## config.mk

```make
export PLATFORM = sky130hd
export DESIGN_NAME = load_unit_flat
export DESIGN_NICKNAME = d
export VERILOG_FILES = /design/src/rtl/load_pkg.sv /design/src/rtl/load_unit_if.sv /design/src/rtl/load_align.sv /design/src/rtl/load_unit.sv /design/src/flat_wrapper.sv
export SDC_FILE = /design/constraint.sdc
export NUM_CORES = 1
export LEC_CHECK = 0
export CORE_MARGIN = 5
export CORE_UTILIZATION = 40
export CTS_BUF_LIST = sky130_fd_sc_hd__clkbuf_4 sky130_fd_sc_hd__clkbuf_8 sky130_fd_sc_hd__clkbuf_16
export DETAILED_ROUTE_END_ITERATION = 10
export MAX_ROUTING_LAYER = met4
export PLACE_DENSITY = 0.78
export RECOVER_POWER = 25
export SLEW_MARGIN = 30
export SYNTH_ARGS = -nofsm -noshare
export SYNTH_HDL_FRONTEND = slang
export SYNTH_HIERARCHICAL = 1
export SYNTH_SLANG_ARGS = --single-unit
```

## constraint.sdc

```tcl
create_clock -name clk -period 3.2 [get_ports clk]
set_clock_uncertainty 0.05 [all_clocks]
set_input_delay 0.64 -clock clk [delete_from_list [all_inputs] [get_ports clk]]
set_output_delay 0.64 -clock clk [all_outputs]
set_load 0.005 [all_outputs]
```

## src/rtl/load_pkg.sv

```systemverilog
// Shared types and constants for the load path: load opcodes, sequencer states
// and field widths, plus the size/alignment legality check.
package load_pkg;

   localparam int XLEN     = 64;
   localparam int ADDR_W   = 64;

   localparam int BYTE_W   = 8;
   localparam int HALF_W   = 16;
   localparam int WORD_W   = 32;
   localparam int DOUBLE_W = 64;

   typedef enum logic [2:0] {
      OP_LB      = 3'b000,
      OP_LH      = 3'b001,
      OP_LW      = 3'b010,
      OP_LD      = 3'b011,
      OP_LBU     = 3'b100,
      OP_LHU     = 3'b101,
      OP_LWU     = 3'b110,
      OP_ILLEGAL = 3'b111
   } load_op_e;

   typedef enum logic [1:0] {
      S_IDLE = 2'b00,
      S_REQ  = 2'b01,
      S_WAIT = 2'b10
   } load_state_e;

   // A load is legal when the opcode is defined and the address is naturally aligned to its size.
   function automatic logic loadAccessOk(input load_op_e op, input logic [2:0] addrLo);
      logic ok;
      case (op)
         OP_LB, OP_LBU: ok = 1'b1;
         OP_LH, OP_LHU: ok = ~addrLo[0];
         OP_LW, OP_LWU: ok = (addrLo[1:0] == 2'b00);
         OP_LD:         ok = (addrLo == 3'b000);
         default:       ok = 1'b0;
      endcase
      return ok;
   endfunction

endpackage

```

## src/rtl/load_unit_if.sv

```systemverilog
// Read channel between the load sequencer and the data memory port:
// valid/ready request with an aligned address, and a one-cycle response.
interface load_unit_if;
   import load_pkg::*;

   logic              mem_req_valid;
   logic              mem_req_ready;
   logic [ADDR_W-1:0] mem_req_addr;
   logic              mem_rsp_valid;
   logic [XLEN-1:0]   mem_rsp_data;

   modport master (
      output mem_req_valid,
      output mem_req_addr,
      input  mem_req_ready,
      input  mem_rsp_valid,
      input  mem_rsp_data
   );

   modport slave (
      input  mem_req_valid,
      input  mem_req_addr,
      output mem_req_ready,
      output mem_rsp_valid,
      output mem_rsp_data
   );

endinterface

```

## src/rtl/load_align.sv

```systemverilog
// Combinational load extraction: shifts the addressed field of an aligned
// doubleword down to bit 0, truncates it to the load size and extends it.
module load_align
   import load_pkg::*;
(
   input  logic [XLEN-1:0] data_i,
   input  logic [2:0]      offset_i,
   input  load_op_e        op_i,
   output logic [XLEN-1:0] result_o
);

   logic [XLEN-1:0] shifted;

   // Byte offset becomes a bit shift; the field then sits at bit 0 for every size.
   always_comb begin
      shifted  = data_i >> {offset_i, 3'b000};
      result_o = '0;
      case (op_i)
         OP_LB:   result_o = {{(XLEN-BYTE_W){shifted[BYTE_W-1]}}, shifted[BYTE_W-1:0]};
         OP_LH:   result_o = {{(XLEN-HALF_W){shifted[HALF_W-1]}}, shifted[HALF_W-1:0]};
         OP_LW:   result_o = {{(XLEN-WORD_W){shifted[WORD_W-1]}}, shifted[WORD_W-1:0]};
         OP_LD:   result_o = shifted[DOUBLE_W-1:0];
         OP_LBU:  result_o = {{(XLEN-BYTE_W){1'b0}}, shifted[BYTE_W-1:0]};
         OP_LHU:  result_o = {{(XLEN-HALF_W){1'b0}}, shifted[HALF_W-1:0]};
         OP_LWU:  result_o = {{(XLEN-WORD_W){1'b0}}, shifted[WORD_W-1:0]};
         default: result_o = '0;
      endcase
   end

endmodule

```

## src/rtl/load_unit.sv

```systemverilog
// Multicycle load sequencer: validates a load, issues one aligned doubleword
// read, waits for the response and presents the extended result with a strobe.
module load_unit
   import load_pkg::*;
(
   input  logic              clk,
   input  logic              reset,
   input  logic              start,
   input  logic [ADDR_W-1:0] addr,
   input  logic [2:0]        funct3,
   output logic              busy,
   load_unit_if.master       mem,
   output logic              load,
   output logic [XLEN-1:0]   r_data,
   output logic              fault
);

   load_state_e       state_q, state_d;
   logic [ADDR_W-1:0] reqAddr_q, reqAddr_d;
   logic [2:0]        offset_q, offset_d;
   load_op_e          op_q, op_d;
   logic [XLEN-1:0]   rData_q, rData_d;
   logic              load_q, load_d;
   logic              fault_q, fault_d;

   load_op_e          startOp;
   logic [XLEN-1:0]   alignedData;

   assign startOp = load_op_e'(funct3);

   load_align u_align (
      .data_i   (mem.mem_rsp_data),
      .offset_i (offset_q),
      .op_i     (op_q),
      .result_o (alignedData)
   );

   // State register and registered outputs; reset drops any in-flight load silently.
   always_ff @(posedge clk) begin
      if (reset) begin
         state_q   <= S_IDLE;
         reqAddr_q <= '0;
         offset_q  <= '0;
         op_q      <= OP_LB;
         rData_q   <= '0;
         load_q    <= 1'b0;
         fault_q   <= 1'b0;
      end else begin
         state_q   <= state_d;
         reqAddr_q <= reqAddr_d;
         offset_q  <= offset_d;
         op_q      <= op_d;
         rData_q   <= rData_d;
         load_q    <= load_d;
         fault_q   <= fault_d;
      end
   end

   // Responses are only consumed in WAIT, so stale or early ones are dropped.
   always_comb begin
      state_d   = state_q;
      reqAddr_d = reqAddr_q;
      offset_d  = offset_q;
      op_d      = op_q;
      rData_d   = rData_q;
      load_d    = 1'b0;
      fault_d   = 1'b0;
      case (state_q)
         S_IDLE: begin
            if (start) begin
               if (loadAccessOk(startOp, addr[2:0])) begin
                  state_d   = S_REQ;
                  reqAddr_d = {addr[ADDR_W-1:3], 3'b000};
                  offset_d  = addr[2:0];
                  op_d      = startOp;
               end else begin
                  fault_d = 1'b1;
               end
            end
         end
         S_REQ: begin
            if (mem.mem_req_ready) begin
               state_d = S_WAIT;
            end
         end
         S_WAIT: begin
            if (mem.mem_rsp_valid) begin
               rData_d = alignedData;
               load_d  = 1'b1;
               state_d = S_IDLE;
            end
         end
         default: state_d = S_IDLE;
      endcase
   end

   assign busy              = (state_q != S_IDLE);
   assign mem.mem_req_valid = (state_q == S_REQ);
   assign mem.mem_req_addr  = reqAddr_q;
   assign load              = load_q;
   assign r_data            = rData_q;
   assign fault             = fault_q;

endmodule
```

## src/flat_wrapper.sv

```systemverilog
// flat-port wrapper written by rule: the top's interface ports become plain ports
module load_unit_flat import load_pkg::*;
  (clk, reset, start, addr, funct3, busy, load, r_data, fault, mem_mem_req_valid, mem_mem_req_addr, mem_mem_req_ready, mem_mem_rsp_valid, mem_mem_rsp_data);
  load_unit_if mem_i ();
  input  logic clk;
  input  logic reset;
  input  logic start;
  input  logic [ADDR_W-1:0] addr;
  input  logic [2:0] funct3;
  output logic busy;
  output logic load;
  output logic [XLEN-1:0] r_data;
  output logic fault;
  output wire logic [$bits(mem_i.mem_req_valid)-1:0] mem_mem_req_valid;
  output wire logic [$bits(mem_i.mem_req_addr)-1:0] mem_mem_req_addr;
  input wire logic [$bits(mem_i.mem_req_ready)-1:0] mem_mem_req_ready;
  input wire logic [$bits(mem_i.mem_rsp_valid)-1:0] mem_mem_rsp_valid;
  input wire logic [$bits(mem_i.mem_rsp_data)-1:0] mem_mem_rsp_data;
  assign mem_mem_req_valid = mem_i.mem_req_valid;
  assign mem_mem_req_addr = mem_i.mem_req_addr;
  assign mem_i.mem_req_ready = mem_mem_req_ready;
  assign mem_i.mem_rsp_valid = mem_mem_rsp_valid;
  assign mem_i.mem_rsp_data = mem_mem_rsp_data;
  load_unit u_core (.clk(clk), .reset(reset), .start(start), .addr(addr), .funct3(funct3), .busy(busy), .mem(mem_i), .load(load), .r_data(r_data), .fault(fault));
endmodule
```

==> results.json, run 1 <==
{
  "worstMarginPinSlew_ns": 1.372,
  "cts.sinks": 135,
  "finalSetupViolations": 0,
  "clock_latency_ns": 0.42,
  "die_area_um2": 22810,
  "max_clock_freq_mhz": 386.0,
  "clk_pin_slew_ns": 0.07,
  "ir_worst_vdd_uv": 359.0,
  "relSlewSlack_pct": 8.565,
  "totalWireLength_mm": 25.76,
  "cts-root-buf": "clkbuf_16",
  "synthCells": 885,
  "postCtsSetupBuffers": 0,
  "nNetsFinal": 1240,
  "drtAntennaViolNets": 0,
  "dp_cells": 1350,
  "cts_buffers": 17,
  "tritoncts": "built",
  "final_util_pct": 56.89,
  "synth-seq-cells": 135,
  "drv_slew": 0,
  "ys_async_sr_fraction_pct": 0,
  "finalSetupTns_ns": 0,
  "core_area_um2": 19530,
  "startpoint_type": "input port",
  "dr_wl_met2_mm": 12.08,
  "dr_wl_met3_mm": 3.205,
  "seq_area_frac_synth_pct": 33.98,
  "syn2layout_area_growth_pct": 39.66,
  "dr.pass1.iters": 6,
  "drt-wirelength-per-cell_um": 18.61,
  "routed.top_layer": "met4",
  "ys_warn_count": 6,
  "hold_slack_ns": 0.3997,
  "synth_edf_count": 0,
  "dp_hpwl_mm": 18.85,
  "vias": 7453,
  "crit_arrival_ns": 2.89,
  "start_util_pct": 40.73,
  "ys.flop_type": "dfxtp_1",
  "r2r_start": "u_core/offset_q[0]",
  "antenna_found_initial": 2,
  "grt_pass1_wl_mm": 39.04,
  "gr-total-overflow": 0,
  "critPathMaxFanout": 23,
  "dieHeight_um": 151.0,
  "numPortBuffers": 264,
  "globalplace.congestion": 0.9205,
  "grt_max_degree": 73,
  "worst_hold_startpoint": "u_core/r_data[17]",
  "layout-drive-gt1-share_pct": 10.38,
  "p_per_area_nw_per_um2": 413.0,
  "p_leak_nw": 3.941,
  "drv_cap": 0,
  "endpoint_kind": "flip-flop",
  "path_class": "input port to flip-flop",
  "period_minus_slack_ns": 2.591,
  "power_w": 0.004588,
  "grt_pass1_vias": 7293,
  "hp-class": "flip-flop to flip-flop",
  "drc": 0,
  "hold_viol": 0,
  "avgSynthCellArea_um2": 8.987,
  "grt_usage_pct": 22.73,
  "layout_commonest_cell": "clkdlybuf4s50_1",
  "hold_buffers": 0,
  "rsz0062_at_grt": "no",
  "cts_resized": 0,
  "crit_start": "addr[2]",
  "h-tree-depth": 4,
  "outcome": "complete, no violations",
  "routed_via_density": 5.385,
  "instances_no_fill": 1384,
  "mostFrequentLayoutCells": "228 x clkdlybuf4s50_1, 168 x nand2_1, 138 x nand2b_1, 132 x dfxtp_1, 94 x mux2i_1",
  "fp.dieW_um": 151.0,
  "ios": 268,
  "synth_cell_types": 44,
  "met1_length_mm": 9.778,
  "rows": 51,
  "crit_required_ns": 3.50,
  "syn_area_um2": 7954,
  "clk_path_buf_depth": 2,
  "drt_iter0_drc": 760,
  "period_share_pct": 80.96
}
==> area by class of cell <==
| class | count | area (um2) |
|---|---|---|
| multi-input combinational | 666 | 4678 |
| fill | 1778 | 8418 |
| clock buffer | 21 | 461.7 |
| clock inverter | 11 | 91.34 |
| inverter | 1 | 3.754 |
| sequential | 135 | 2709 |
| tap | 265 | 331.6 |
| antenna | 2 | 5.005 |
| timing repair buffer | 283 | 2828 |
==> cell usage after synthesis (2+ instances only) <==
master | count | area, um2
o21ai_0 | 10 | 50.05
dfxtp_1 | 135 | 2703
nand2_1 | 168 | 630.6
buf_12 | 3 | 60.06
buf_8 | 2 | 30.03
nor2b_1 | 13 | 81.33
buf_1 | 5 | 18.77
a22oi_2 | 2 | 25.02
nor2_1 | 14 | 52.55
nand3_1 | 12 | 60.06
and3_1 | 8 | 50.05
mux2_4 | 12 | 180.2
clkbuf_1 | 22 | 82.58
nand4_2 | 2 | 25.02
nand4_1 | 33 | 206.5
o21a_1 | 2 | 15.01
a21oi_1 | 67 | 335.3
buf_4 | 16 | 120.1
buf_6 | 13 | 146.4
buf_2 | 23 | 115.1
o2bb2ai_1 | 7 | 61.31
and2_1 | 3 | 18.77
mux2i_1 | 94 | 940.9
nor3b_2 | 2 | 25.02
o211ai_1 | 9 | 67.56
mux2_2 | 11 | 123.9
nand2b_1 | 138 | 863.3
a22oi_1 | 9 | 67.56
mux4_2 | 29 | 653.1
o21ai_1 | 7 | 35.03
==> through the flow <==
stage / setup slack (ns) / area, um2
2_1_floorplan: 1.441 / 7961
3_3_place_gp: 0.7033 / 10570
3_5_place_dp: 0.6486 / 10570
4_1_cts: 0.7909 / 11120
5_1_grt: 0.4628 / 11110
6_report: 0.6091 / 11110
==> critical path, stage by stage <==
cell and delay [ns]:
dlygate4sd3_1 0.59, o211ai_1 0.18, and4_1 0.51, clkbuf_2 0.69
mux2i_1 0.26
==> metal layers <==
layer | global-route usage (%) | vias to the layer above
met1 | 26.45 | 3426
met3 | 8.348 | 62
met4 | 7.752 | 0
met5 | - | -
met2 | 36.41 | 460
li1 | - | 3505
==> cells by family after synthesis <==
kind of cell           synth area share [%]
other                               0.04715
buffers and inverters                 7.315
AO/OA/AOI/OAI                         8.463
AND/OR/NAND/NOR                       26.16
flip-flops                            33.98
multiplexers                          24.04
==> final timing paths <==
path,to,slack [ns],cells after the start
max reg2reg,u_core/r_data[8],0.78,6
min reg2reg,u_core/r_data[17],0.40,2
min,u_core/r_data[17],0.40,2
max,u_core/mem.mem_req_addr[49],0.61,5
==> flip-flops by register name (all words and copies together) (netlist names) <==
name and count:
u_core/fault 1, u_core/op_q 3, u_core/mem.mem_req_addr 61, u_core/state_q 2
u_core/r_data 64, u_core/load 1, u_core/offset_q 3
==> power by group <==
| part | switching (W) | internal (W) |
|---|---|---|
| logic | 0.000421 | 0.000517 |
| clock network | 0.000803 | 0.00105 |
| registers | 0.0000564 | 0.00174 |
| total | 0.00128 | 0.00331 |
No activity file was read; power rests on OpenSTA's default activity.
==> run 2: changes to the inputs <==
--- a/config.mk
+++ b/config.mk
@@ -10,7 +10,7 @@
 export CTS_BUF_LIST = sky130_fd_sc_hd__clkbuf_4 sky130_fd_sc_hd__clkbuf_8 sky130_fd_sc_hd__clkbuf_16
 export DETAILED_ROUTE_END_ITERATION = 10
 export MAX_ROUTING_LAYER = met4
-export PLACE_DENSITY = 0.78
+export PLACE_DENSITY = 0.8
 export RECOVER_POWER = 25
 export SLEW_MARGIN = 30
 export SYNTH_ARGS = -nofsm -noshare
==> constraint.sdc (replaced) <==
create_clock -name clk -period 2.33 [get_ports clk]
set_clock_uncertainty 0.05 [all_clocks]
set_input_delay 0.466 -clock clk [delete_from_list [all_inputs] [get_ports clk]]
set_output_delay 0.466 -clock clk [all_outputs]
set_load 0.005 [all_outputs]
==> run 2 against run 1 <==
Utilization grew 1.4 points. Worst hold slack gained 0.0042 ns. Combinational power grew 46%. Power grew 41%. Global-route usage grew 0.58 points. Critical path depth grew 2. Setup slack lost 0.39 ns. Highest routed layer unchanged.
==> results.json, run 2 (synthesized netlist as in run 1, its figures left out) <==
{
  "vias": 7552,
  "routed_via_density": 5.364,
  "critPathTopFamily": "multiplexers",
  "crit_arrival_ns": 2.36,
  "min_path_cells": 2,
  "largest_reg_flops": 64,
  "rsz0062_at_grt": "no",
  "tritoncts": "built",
  "numPortBuffers": 264,
  "dr_wl_met3_mm": 3.059,
  "worst_hold_startpoint": "u_core/r_data[49]",
  "fin_ws_ns": 0.2168,
  "max_clock_freq_mhz": 473.2,
  "hold_viol": 0,
  "r2r_cells": 7,
  "die_area_um2": 22810,
  "start_util_pct": 40.73,
  "dieHeight_um": 151.0,
  "path_depth": 7,
  "hold_buffers": 0,
  "drt-wirelength-per-cell_um": 18.80,
  "dp_hpwl_mm": 19.52,
  "globalplace.congestion": 0.9524,
  "dr_wl_met2_mm": 12.23,
  "outcome": "complete, no violations",
  "mostFrequentLayoutCells": "262 x clkdlybuf4s50_1, 168 x nand2_1, 138 x nand2b_1, 132 x dfxtp_1, 94 x mux2i_1",
  "clock_latency_ns": 0.41,
  "relSlewSlack_pct": 8.363,
  "endpoint_kind": "flip-flop",
  "cts.sinks": 135,
  "critical_path.max_stage_delay_ns": 0.50,
  "cp.buffers_inverters": 2,
  "crit_start": "u_core/offset_q[0]",
  "crit_required_ns": 2.58,
  "power_w": 0.006447,
  "drc": 0,
  "dp_cells": 1376,
  "syn2layout_area_growth_pct": 43.21,
  "postCtsSetupBuffers": 0,
  "rows": 51,
  "layout-drive-gt1-share_pct": 12.26,
  "layout_commonest_cell": "clkdlybuf4s50_1",
  "gr-total-overflow": 0,
  "cpMaxStageDelayCell": "mux4_2",
  "critPathMaxFanout": 23,
  "grt_pass1_vias": 7336,
  "fp.dieW_um": 151.0,
  "cts_resized": 0,
  "drv_slew": 0,
  "clk_pin_slew_ns": 0.06,
  "h-tree-depth": 4,
  "grt_usage_pct": 23.31,
  "drv_cap": 0,
  "finalSetupTns_ns": 0,
  "rrSetupSlack_ns": 0.22,
  "dr.pass1.iters": 5,
  "p_leak_nw": 3.986,
  "ios": 268,
  "instances_no_fill": 1408,
  "dp_slack_ns": 0.02879,
  "met1_length_mm": 10.20,
  "core_area_um2": 19530,
  "p_per_area_nw_per_um2": 566.0,
  "nNetsFinal": 1266,
  "clk_path_buf_depth": 2,
  "period_minus_slack_ns": 2.113,
  "startpoint_type": "flip-flop",
  "grt_max_degree": 74,
  "finalSetupViolations": 0,
  "hp-class": "flip-flop to flip-flop",
  "period_share_pct": 90.69,
  "drt_iter0_drc": 700,
  "final_util_pct": 58.34,
  "cts_buffers": 17,
  "worstMarginPinSlew_ns": 1.375,
  "crit_path_cell_trace": "buf_12 -> buf_4 -> mux4_2 -> mux2i_1 -> o21ai_0 -> nand2_1 -> a21oi_1",
  "antenna_found_initial": 1,
  "path_class": "flip-flop to flip-flop",
  "routed.top_layer": "met4",
  "r2r_start": "u_core/offset_q[0]",
  "grt_pass1_wl_mm": 39.85,
  "totalWireLength_mm": 26.48,
  "ir_worst_vdd_uv": 580.1,
  "drtAntennaViolNets": 0,
  "cts-root-buf": "clkbuf_16"
}
-- run 2: through the flow --
stage,area (um2),hold WS (ns)
floorplan,7961,0.4027
global placement,10840,0.3928
detailed placement,10840,0.3964
CTS,11410,0.4049
global route,11390,0.4191
finish,11390,0.4039
-- run 2: cell type report --
type                    count  area (um2)
fillers                  1737        8135
well taps                 265       331.6
clock buffers              19       452.9
repair buffers            309        3097
clock inverters            12       116.4
inverters                   1       3.754
diodes                      1       2.502
multi-input cells         666        4678
flip-flops and latches    135        2709
-- run 2: worst min-delay path, cell delays in order (launching register included) --
cell and delay (ns):
dfxtp_1 0.31, nand2_1 0.05, a21oi_1 0.05
-- run 2: per-layer routing --
metal / up-vias / global-route usage [%]
li1: 3548 / -
met1: 3500 / 27.98
met2: 454 / 36.91
met3: 50 / 6.403
met4: 0 / 10.02
met5: - / -
-- run 2: where the power goes --
part	internal (W)	switching, W
registers	0.00239	0.0000637
logic	0.000759	0.000609
clock network	0.00154	0.00109
total	0.00468	0.00177
-- run 2: worst paths after layout --
kind,endpoint
max reg2reg,u_core/r_data[10]
min reg2reg,u_core/r_data[49]
max,u_core/r_data[10]
min,u_core/r_data[49]
==> run 3: changes to the inputs <==
==> constraint.sdc (replaced) <==
create_clock -name clk -period 2.33 [get_ports clk]
set_clock_uncertainty 0.05 [all_clocks]
set_input_delay 0.466 -clock clk [delete_from_list [all_inputs] [get_ports clk]]
set_output_delay 0.466 -clock clk [all_outputs]
set_load 0.01 [all_outputs]
==> results of run 3 <==
Same layout as run 2 (identical final DEF). Status: complete, no violations.
Main changes from that run: setup slack after layout 0.2168 ns -> 0.2021 ns; start point of the critical path u_core/offset_q[0] -> u_core/state_q[0]; end point of the critical path u_core/r_data[10] -> mem_mem_req_valid; total power 0.006447 W -> 0.006476 W; worst IR drop on VDD 580.1 uV -> 580.2 uV
